### src/rtl/riscboy_ppu_sprite_shifter.sv
// Per-sprite pixel engine: asks the AGU for line intersection, fetches tile
// words, seeks on left clip and shifts one pixel out per beam advance.
module riscboy_ppu_sprite_shifter #(
    parameter W_DATA     = 32,
    parameter W_COORD    = 9,
    parameter W_SHIFTCTR = $clog2(W_DATA)
) (
    input  logic                  clk,
    input  logic                  rst_n,
    input  logic                  cfg_enable,
    input  logic                  cfg_tilesize,
    input  logic [2:0]            cfg_log_pixsize,
    input  logic                  start_line,
    input  logic                  pixel_advance,
    output logic                  agu_req,
    input  logic                  agu_ack,
    input  logic                  agu_active,
    input  logic [W_COORD-1:0]    agu_x_count,
    input  logic                  agu_must_seek,
    input  logic [W_SHIFTCTR-1:0] agu_shift_seek_target,
    output logic                  bus_vld,
    input  logic                  bus_rdy,
    output logic [4:0]            bus_postcount,
    input  logic [W_DATA-1:0]     bus_data,
    output logic                  out_vld,
    output logic [15:0]           out_pix,
    output logic                  stall
);

    localparam W_BITS = $clog2(W_DATA + 1);

    localparam logic [1:0] S_IDLE = 2'd0;
    localparam logic [1:0] S_REQ  = 2'd1;
    localparam logic [1:0] S_WAIT = 2'd2;
    localparam logic [1:0] S_DRAW = 2'd3;

    logic [1:0]            state;
    logic [W_DATA-1:0]     sr;
    logic [W_BITS-1:0]     bits;
    logic [4:0]            rem;
    logic [W_COORD-1:0]    cd;
    logic [W_SHIFTCTR-1:0] seek;
    logic                  pend;
    logic                  discard;

    logic [4:0]         pixsize;
    logic [4:0]         tile_w;
    logic [W_COORD-1:0] pre_count;
    logic [15:0]        pix_mask;
    logic               drawing;
    logic               buf_empty;
    logic               need_fetch;
    logic               ack;
    logic               load;
    logic               shift;

    assign pixsize   = 5'd1 << cfg_log_pixsize;
    assign tile_w    = cfg_tilesize ? 5'd16 : 5'd8;
    assign pre_count = agu_x_count - W_COORD'(tile_w);
    assign pix_mask  = 16'hffff >> (5'd16 - pixsize);

    assign drawing    = state == S_DRAW;
    assign buf_empty  = bits == '0;
    assign need_fetch = (drawing || state == S_WAIT) && buf_empty && rem != 5'd0;

    // A fetch left in flight by start_line keeps bus_vld up; agu_req waits for it.
    assign bus_vld       = pend || need_fetch;
    assign bus_postcount = rem;
    assign agu_req       = state == S_REQ && !pend;

    assign out_vld = drawing && rem != 5'd0 && !buf_empty;
    assign stall   = drawing && rem != 5'd0 && buf_empty;
    assign out_pix = out_vld ? (sr[15:0] & pix_mask) : 16'h0;

    assign ack   = agu_req && agu_ack;
    assign load  = bus_vld && bus_rdy && !discard && !start_line;
    assign shift = out_vld && pixel_advance && !start_line;

    always_ff @(posedge clk or negedge rst_n) begin
        if (!rst_n) begin
            state   <= S_IDLE;
            sr      <= '0;
            bits    <= '0;
            rem     <= 5'd0;
            cd      <= '0;
            seek    <= '0;
            pend    <= 1'b0;
            discard <= 1'b0;
        end else begin
            pend <= bus_vld && !bus_rdy;
            if (bus_vld && bus_rdy)
                discard <= 1'b0;
            if (start_line) begin
                state <= cfg_enable ? S_REQ : S_IDLE;
                bits  <= '0;
                rem   <= 5'd0;
                cd    <= '0;
                seek  <= '0;
                if (bus_vld && !bus_rdy)
                    discard <= 1'b1;
            end else begin
                case (state)
                    S_REQ: begin
                        if (ack) begin
                            if (!agu_active) begin
                                state <= S_IDLE;
                            end else if (agu_must_seek) begin
                                rem   <= agu_x_count[4:0];
                                seek  <= agu_shift_seek_target;
                                cd    <= '0;
                                state <= S_DRAW;
                            end else begin
                                rem   <= tile_w;
                                seek  <= '0;
                                cd    <= pre_count;
                                state <= (pre_count == '0) ? S_DRAW : S_WAIT;
                            end
                        end
                    end
                    S_WAIT: begin
                        if (pixel_advance) begin
                            cd <= cd - W_COORD'(1);
                            if (cd == W_COORD'(1))
                                state <= S_DRAW;
                        end
                    end
                    default: ;
                endcase
                if (load) begin
                    sr   <= bus_data >> seek;
                    bits <= W_BITS'(W_DATA) - W_BITS'(seek);
                    seek <= '0;
                end else if (shift) begin
                    sr   <= sr >> pixsize;
                    bits <= bits - W_BITS'(pixsize);
                    rem  <= rem - 5'd1;
                end
            end
        end
    end

endmodule

### config.mk
export PLATFORM = sky130hd
export DESIGN_NAME = riscboy_ppu_sprite_shifter
export DESIGN_NICKNAME = d
export VERILOG_FILES = /design/src/rtl/riscboy_ppu_sprite_shifter.sv
export SDC_FILE = /design/constraint.sdc
export NUM_CORES = 1
export LEC_CHECK = 0
export ABC_AREA = 1
export CELL_PAD_IN_SITES_DETAIL_PLACEMENT = 2
export CELL_PAD_IN_SITES_GLOBAL_PLACEMENT = 2
export CORE_MARGIN = 3
export CORE_UTILIZATION = 30
export CTS_CLUSTER_SIZE = 14
export DETAILED_ROUTE_END_ITERATION = 10
export GPL_ROUTABILITY_DRIVEN = 0
export PLACE_DENSITY_LB_ADDON = 0.1
export SYNTH_ARGS = -nofsm -noshare
export SYNTH_HDL_FRONTEND = slang
export SYNTH_SLANG_ARGS = --single-unit
### constraint.sdc
create_clock -name clk -period 3.56 [get_ports clk]
set_input_delay 0.712 -clock clk [delete_from_list [all_inputs] [get_ports clk]]
set_output_delay 0.712 -clock clk [all_outputs]
set_load 0.02 [all_outputs]
## After elaboration in Yosys (flattened, before gate mapping)

Cells that the tools add are included.

| operators by class | value |
|---|---|
| $add $sub $neg | 6 |
| multipliers | 0 |
| divide/modulo/power cells | 0 |
| $lt $le $gt $ge | 0 |
| eq/ne operators | 8 |
| shift-type cells | 4 |
| muxes and demuxes | 38 |
| bitwise logic cells | 2 |
| reductions and logical operators | 33 |

Operators with widths:

| cell | number |
|---|---|
| 2-to-1 mux 5 bit | 14 |
| 2-to-1 mux 32 bit | 2 |
| >> shifter 32 x 5 -> 32 bit | 2 |
| 2-to-1 mux 9 bit | 5 |
| 2-to-1 mux 6 bit | 3 |
| case mux 9 bit (2 select lines) | 1 |
| bitwise AND 16 bit | 1 |
| 2-to-1 mux 16 bit | 1 |
| >> shifter 16 x 5 -> 16 bit (first input constant) | 1 |
| nonzero test 3 bit | 5 |
| logical AND 1 bit | 13 |
| 2-to-1 mux 2 bit | 5 |
| equality test 9 x 1 -> 1 bit (second input constant) | 1 |
| zero test 9 bit | 1 |
| != test 3 bit (second input constant) | 3 |
| subtractor 9 x 1 -> 9 bit (second input constant) | 1 |
| subtractor 9 x 5 -> 9 bit | 1 |
| AND reduction 4 bit | 2 |
| zero test 6 bit | 1 |
| 2-to-1 mux 1 bit | 6 |
| subtractor 6 x 5 -> 6 bit | 1 |
| subtractor 6 x 5 -> 6 bit (first input constant) | 1 |
| zero test 1 bit | 5 |
| nonzero test 5 bit | 1 |
| 12 further kinds | 14 |

| storage, ports and cells | value |
|---|---|
| flip-flop bits (word level) | 61 |
| latch bits | 0 |
| RAM bits | 0 |
| bits in read-only memories | 0 |
| bits of input ports | 59 |
| output and inout port bits | 25 |
| logic and storage cells | 99 |
| memories kept | 0 |

## Longest topological paths before layout

Gate-level depths: netlist (run 1).

| logic depth | value |
|---|---|
| word-level depth | 10 |
| gate-level depth with buffers | 14 |
| mapped depth without buffers | 13 |

## Worst setup path before layout (run 1)

Ideal clock, no wire load.

| timing | value |
|---|---|
| path type | input port to output port |
| from | in cfg_log_pixsize[2] |
| to | out out_pix[1] |
| arrival | 2.607 ns |
| data required time | 2.848 ns |
| setup slack | 0.241 ns |
| cell stages on the path | 7 |
| path buffers | 1 |
| cells stage by stage | inv_2 > nand2_4 > inv_2 > nand2_2 > buf_4 > ha_1 > a2111oi_0 |

| on the way | value |
|---|---|
| cells in the longest elaborated chain, start to end | 5 |

Ends and longest elaborated chain:

| item | line | RTL |
|---|---|---|
| start, declared | 12 | `input logic [2:0] cfg_log_pixsize,` |
| << shifter 1 x 3 -> 5 bit | 57 | `assign pixsize = 5'd1 << cfg_log_pixsize;` |
| subtractor 5 bit | 60 | `assign pix_mask = 16'hffff >> (5'd16 - pixsize);` |
| >> shifter 16 x 5 -> 16 bit | 60 |  |
| bitwise AND 16 bit | 73 | `assign out_pix = out_vld ? (sr[15:0] & pix_mask) : 16'h0;` |
| 2-to-1 mux 16 bit | 73 |  |
| end, declared | 26 | `output logic [15:0] out_pix,` |

No other way between the ends.

## Worst setup path in the final report (run 1)

| timing | value |
|---|---|
| from | in cfg_log_pixsize[1] |
| to | out out_pix[8] |

Same word-level chain as after synthesis.

==> metrics, run 1 <==
die width 158 um; die area 24900 sq um; internal power 0.00220 W; placed insts 1517; first-pass GRT wire length 52.0 mm; H-tree depth 3; gr ovfl total 0; CP Launch Type input port; clock transition at the registers of the reported paths 0.06 ns; final setup TNS 0 ns; Mapped Cells 1171; synth cell count leaders nand2_1, nand3_1, inv_1; simple-gate share of the synthesized area 50.8%; hold-fix buffers at CTS 0; Vias/cell 5.63; IO Pins 84; post-route cell area 8420 sq um; Crit Path Class in -> out; Tightest Pin Transition 0.882 ns; Synth Area in Compound Gates 12.9%; nets 1322; worst skew pair latency 0.35 ns; antenna violations before repair 0; root buffer cell clkbuf_16; Synth Area in Adders 2.93%; Bufs on Longest Clock Path 2; Critical Path RT 2.85 ns; largest family of logic cells by synthesized area simple AND/OR/NAND/NOR gates; fraction of synthesized area in multiplexers 0%; Pre-Repair DR Iteration Count 5; core area 22200 sq um; final hold violation count 0; Port Buffers 83; Sequential Power Share 27.0%; final non-filler cell total 1532; DRC 0; DRT iter0 DRCs 567; placed wire-length estimate 25.1 mm; gr usage total 26.7%; MaxCap Viol Count 0; Wirelength per Cell 21.3 um; Max Freq 0.294 GHz; largest net degree at the start of global routing 33; layout cells sized above 1 7.83%; xor/xnor share of the synthesized area 1.52%; placed cell areas 8120 sq um; Net Count, Synth 1245; row cnt 54; Synthesis Warnings 0; Synth area leader dfrtp_1; Fillers 2812; worst path arrival time 2.69 ns; vias in the first global route 9053; combinational share of power 52.8%; Async SR Flop Fraction 100%; final worst path period share 95.6%; Setup Fix Bufs, Post-CTS 0; Mapped Area 6910 sq um; Slew Viols, Final 0; initial core utilization 31.1%; DR vias 8624; Layout Skew 0.0125 ns; pwr/cell area 515 nW/um^2; die height 158 um; worst min path class in -> async; TritonCTS Buffers 9; Synth Register Bits 61; count leader, synth nand2_1; clk sinks 61; status completed; sw frac 49.3%; Ant. Diodes 0; Switch Pwr 0.00214 W; drt total wl 32.7 mm; distinct cell type count after synthesis 48; relative slew slack 41.1%; synth-to-layout area growth 21.8%; worst vdd ir 0.215 mV; Synth top area share 22.1%; total power 0.00433 W; CTS tree done; ANT nets after route 0; Hold WS 0.316 ns; crit end category output port; crit-path max FO 5; static leakage 4.09 nW; clock share of power 20.2%; register area share after synthesis 22.1%; min Tclk post-route 3.40 ns; synth top area cells dfrtp_1, nand2_1, nand3_1, o21ai_0, inv_1; ys flop type dfrtp_1; RSZ-0062 raised after global routing false; final setup vio count 0; number of enable flip-flop cells after synthesis 0; Synth Area per Inst 5.90 sq um
## registers in the layout, indices dropped and copies added, names as in the netlist, named ones only
signal	count
bits	6
bus_postcount	5
pend	1
sr	32
seek	5
state	2
cd	9
## worst paths after layout
kind	startpoint	slack, ns	cells after the start	end
setup / recovery	cfg_log_pixsize[1]	0.16	7	out_pix[8]
hold / removal	rst_n	0.32	1	sr[17]
setup reg to reg	bus_postcount[0]	0.98	12	sr[2]
hold reg to reg	sr[13]	0.51	2	sr[13]
max in group asynchronous	rst_n	2.51	2	seek[2]
min in group clk	sr[13]	0.51	2	sr[13]
## through the flow
step	worst slack, ns	utilization, %
finish	0.156	37.9
global route	0.0153	37.9
CTS	0.0294	37.8
detailed placement	-0.218	36.5
global placement	-0.0403	36.5
floorplan	0.241	-
## placed cells by master (no fill, tap or decap), types with 9 or more instances in the layout
| cell type | instances |
|---|---|
| o21ai_0 | 55 |
| nor2_1 | 66 |
| inv_2 | 11 |
| xor2_1 | 9 |
| nand3_1 | 266 |
| nor3_1 | 16 |
| clkdlybuf4s50_1 | 75 |
| dfrtp_1 | 61 |
| clkbuf_16 | 9 |
| ha_1 | 13 |
| o21ai_1 | 17 |
| a21oi_1 | 35 |
| o211ai_1 | 17 |
| buf_4 | 48 |
| inv_1 | 73 |
| nand2_1 | 371 |
| nand4_1 | 32 |
## power by group through the flow
stage	clock [W]	combinational (W)	sequential (W)
2_1_floorplan	0	0.00151	0.00107
3_3_place_gp	0	0.00220	0.00116
3_5_place_dp	0	0.00226	0.00116
4_1_cts	0.000894	0.00230	0.00116
5_1_grt	0.000911	0.00259	0.00119
6_report	0.000875	0.00229	0.00117
## critical path, cell delays in order
cell and delay [ns]:
clkdlybuf4s50_1 0.51, buf_4 0.21, nor2_1 0.13, nand2_1 0.14
buf_4 0.18, nor3_1 0.18, clkdlybuf4s50_1 0.63
## per-layer routing
metal / vias up / part of all wire [%] / GRT usage, %
li1: 4114 / - / -
met1: 4305 / 48 / 38.3
met2: 176 / 47 / 44.0
met3: 29 / 3.3 / 1.78
met4: 0 / 1.6 / 6.40
met5: - / 0 / 0
## cells by family (layout without fill, tap and decap cells)
| kind of cell | count (synthesis) | after routing |
|---|---|---|
| flip-flops | 61 | 61 |
| buffers and inverters | 152 | 233 |
| AO/OA/AOI/OAI | 153 | 153 |
| XOR/XNOR | 12 | 12 |
| adder cells (fa/ha/maj) | 15 | 15 |
| AND/OR/NAND/NOR | 778 | 778 |
## area by class of cell
class | instances | area [sq um] | share of cell area [%]
Timing Repair Buffer | 132 | 1220 | 14.5
Multi-Input combinational cell | 958 | 4710 | 55.9
Tap cell | 280 | 350 | 4.16
Clock buffer | 12 | 267 | 3.17
Inverter | 86 | 325 | 3.86
Clock inverter | 3 | 20.0 | 0.238
Sequential cell | 61 | 1530 | 18.1
## what timing repair did
item,in CTS,in global routing
resized for setup,2,6
gates cloned,0,0
endpoints found under the setup margin,1,6
Power figures use the tool's default switching activity.
==> run 2: changes to the inputs <==
--- a/config.mk
+++ b/config.mk
@@ -12,8 +12,10 @@
 export CORE_UTILIZATION = 30
 export CTS_CLUSTER_SIZE = 14
 export DETAILED_ROUTE_END_ITERATION = 10
+export DONT_BUFFER_PORTS = 1
 export GPL_ROUTABILITY_DRIVEN = 0
 export PLACE_DENSITY_LB_ADDON = 0.1
 export SYNTH_ARGS = -nofsm -noshare
 export SYNTH_HDL_FRONTEND = slang
 export SYNTH_SLANG_ARGS = --single-unit
+export TNS_END_PERCENT = 20
==> run 2 against run 1 <==
Via count is 5.3% lower. Wire length is 2.8% lower. Design area is 11% lower. Power is 2.6% lower. Fmax is 9.2% higher. Largest power group unchanged. Sequential power hardly changed. Sequential cell count stayed put. Critical path depth is 2 higher. Setup slack better by 0.29 ns. Clock power is 4.1% higher.
==> metrics, run 2 (synthesis results as in run 1) <==
Reg area 1530 sq um; Port Buffers 0; Reg2Reg Launch Point bus_postcount[0]; pwr/cell area 564 nW/um^2; gr usage total 26.1%; reg2reg end sr[6]; clock transition at the registers of the reported paths 0.06 ns; H-tree depth 3; TritonCTS Buffers 9; die width 158 um; nets 1225; clk sinks 61; Max Freq 0.321 GHz; first-pass GRT wire length 50.8 mm; Pre-Repair DR Iteration Count 5; area occupied by multi-input gates 4710 sq um; core area 22200 sq um; total power 0.00422 W; drt total wl 31.8 mm; Crit Path Class reg -> out; Slew Viols, Final 0; CP startpoint bus_postcount[0]; IO Pins 84; placed insts 1420; RSZ-0062 raised after global routing false; final non-filler cell total 1435; placed cell areas 7170 sq um; crit-path max FO 15; MaxCap Viol Count 0; root buffer cell clkbuf_16; row cnt 54; worst vdd ir 0.196 mV; ANT nets after route 0; most frequent cells in the layout nand2_1, nand3_1, inv_1; dpl ws 0.740 ns; placed wire-length estimate 24.4 mm; worst min path class in -> async; hold-fix buffers at CTS 0; Layout Skew 0.0109 ns; initial core utilization 31.1%; Reg with most FFs sr; setup ws final 0.442 ns; post_cts resized 0; Tightest Pin Transition 0.788 ns; die height 158 um; Bufs on Longest Clock Path 2; crit end category output port; CP Launch Type register; Top Registers sr (32), cd (9), bits (6); commonest non-fill, non-tap cell in the layout nand2_1; die area 24900 sq um; synth-to-layout area growth 8.19%; largest net degree at the start of global routing 62; Critical Path RT 2.85 ns; worst path arrival time 2.41 ns; R2R depth 13; Fillers 2834; final setup vio count 0; max reg flops 32; layout cells sized above 1 7.19%; vias in the first global route 8777; antenna violations before repair 1; min Tclk post-route 3.12 ns; Setup Fix Bufs, Post-CTS 0; status completed; final setup TNS 0 ns; Ant. Diodes 0; final worst path period share 87.6%; gr ovfl total 0; Wirelength per Cell 22.1 um; DRC 0; relative slew slack 47.4%; static leakage 3.61 nW; DRT iter0 DRCs 465; Vias/cell 5.69; reg-to-reg slack, setup 0.78 ns; worst skew pair latency 0.34 ns; post-route cell area 7470 sq um; DR vias 8171; final hold violation count 0; CTS tree done
==> run 2: cell types whose count changed in the layout (fill, tap and decap cells not counted), sizes merged <==
cell,before,now
dlymetal6s2s,6,0
bufinv,0,1
clkinv,2,3
dlygate4sd2,1,0
clkbuf,12,11
buf,50,35
clkinvlp,2,1
clkdlybuf4s50,75,0
==> run 2: area by class of cell <==
type / instances / share of cell area (%)
inverter: 86 / 4.35
timing repair buffer: 35 / 3.52
clock inverter: 4 / 0.636
tap: 280 / 4.69
multi-input combinational: 958 / 63.0
clock buffer: 11 / 3.38
sequential: 61 / 20.4
==> run 2: worst max-delay path by stage <==
stage,end,slack [ns],depth (start not counted)
3_3_place_gp,out_pix[1],0.81,7
2_1_floorplan,out_pix[1],0.24,7
5_1_grt,out_pix[7],0.29,9
4_1_cts,out_pix[4],0.44,8
6_report,out_pix[5],0.44,9
3_5_place_dp,out_pix[1],0.74,7
==> run 2: stage by stage <==
step,hold WS (ns),utilization (%)
global placement,0.424,32.3
CTS,0.0667,33.6
floorplan,0.416,-
global route,0.0689,33.6
finish,0.0827,33.6
detailed placement,0.424,32.3
==> run 2: power breakdown <==
group	leakage, nW	switching [W]	internal (W)	total (W)
clock	0.147	0.000337	0.000574	0.000911
combinational	2.65	0.00146	0.000658	0.00212
sequential	0.809	0.000282	0.000909	0.00119
==> run 2: critical path, stage by stage (launching register included) <==
cell and delay, ns:
dfrtp_1 0.50, inv_1 0.13, ha_1 0.23, nand3_2 0.09, nand4_2 0.09, buf_4 0.20
inv_1 0.26, o211ai_1 0.20, nor3_1 0.18, buf_4 0.17
==> run 2: metal layers <==
layer / GRT usage [%] / up-vias / routed length, um
li1: - / 3928 / -
met1: 37.8 / 4038 / 15600
met2: 41.2 / 166 / 14200
met3: 3.58 / 37 / 1300
met4: 6.20 / 2 / 640
met5: 0 / - / 13
==> run 3: changes to the inputs <==
--- a/config.mk
+++ b/config.mk
@@ -15,6 +15,7 @@
 export DONT_BUFFER_PORTS = 1
 export GPL_ROUTABILITY_DRIVEN = 0
 export PLACE_DENSITY_LB_ADDON = 0.1
+export SLEW_MARGIN = 10
 export SYNTH_ARGS = -nofsm -noshare
 export SYNTH_HDL_FRONTEND = slang
 export SYNTH_SLANG_ARGS = --single-unit
==> results of run 3 <==
The final DEF is identical to that of run 2; final timing and power are the same.
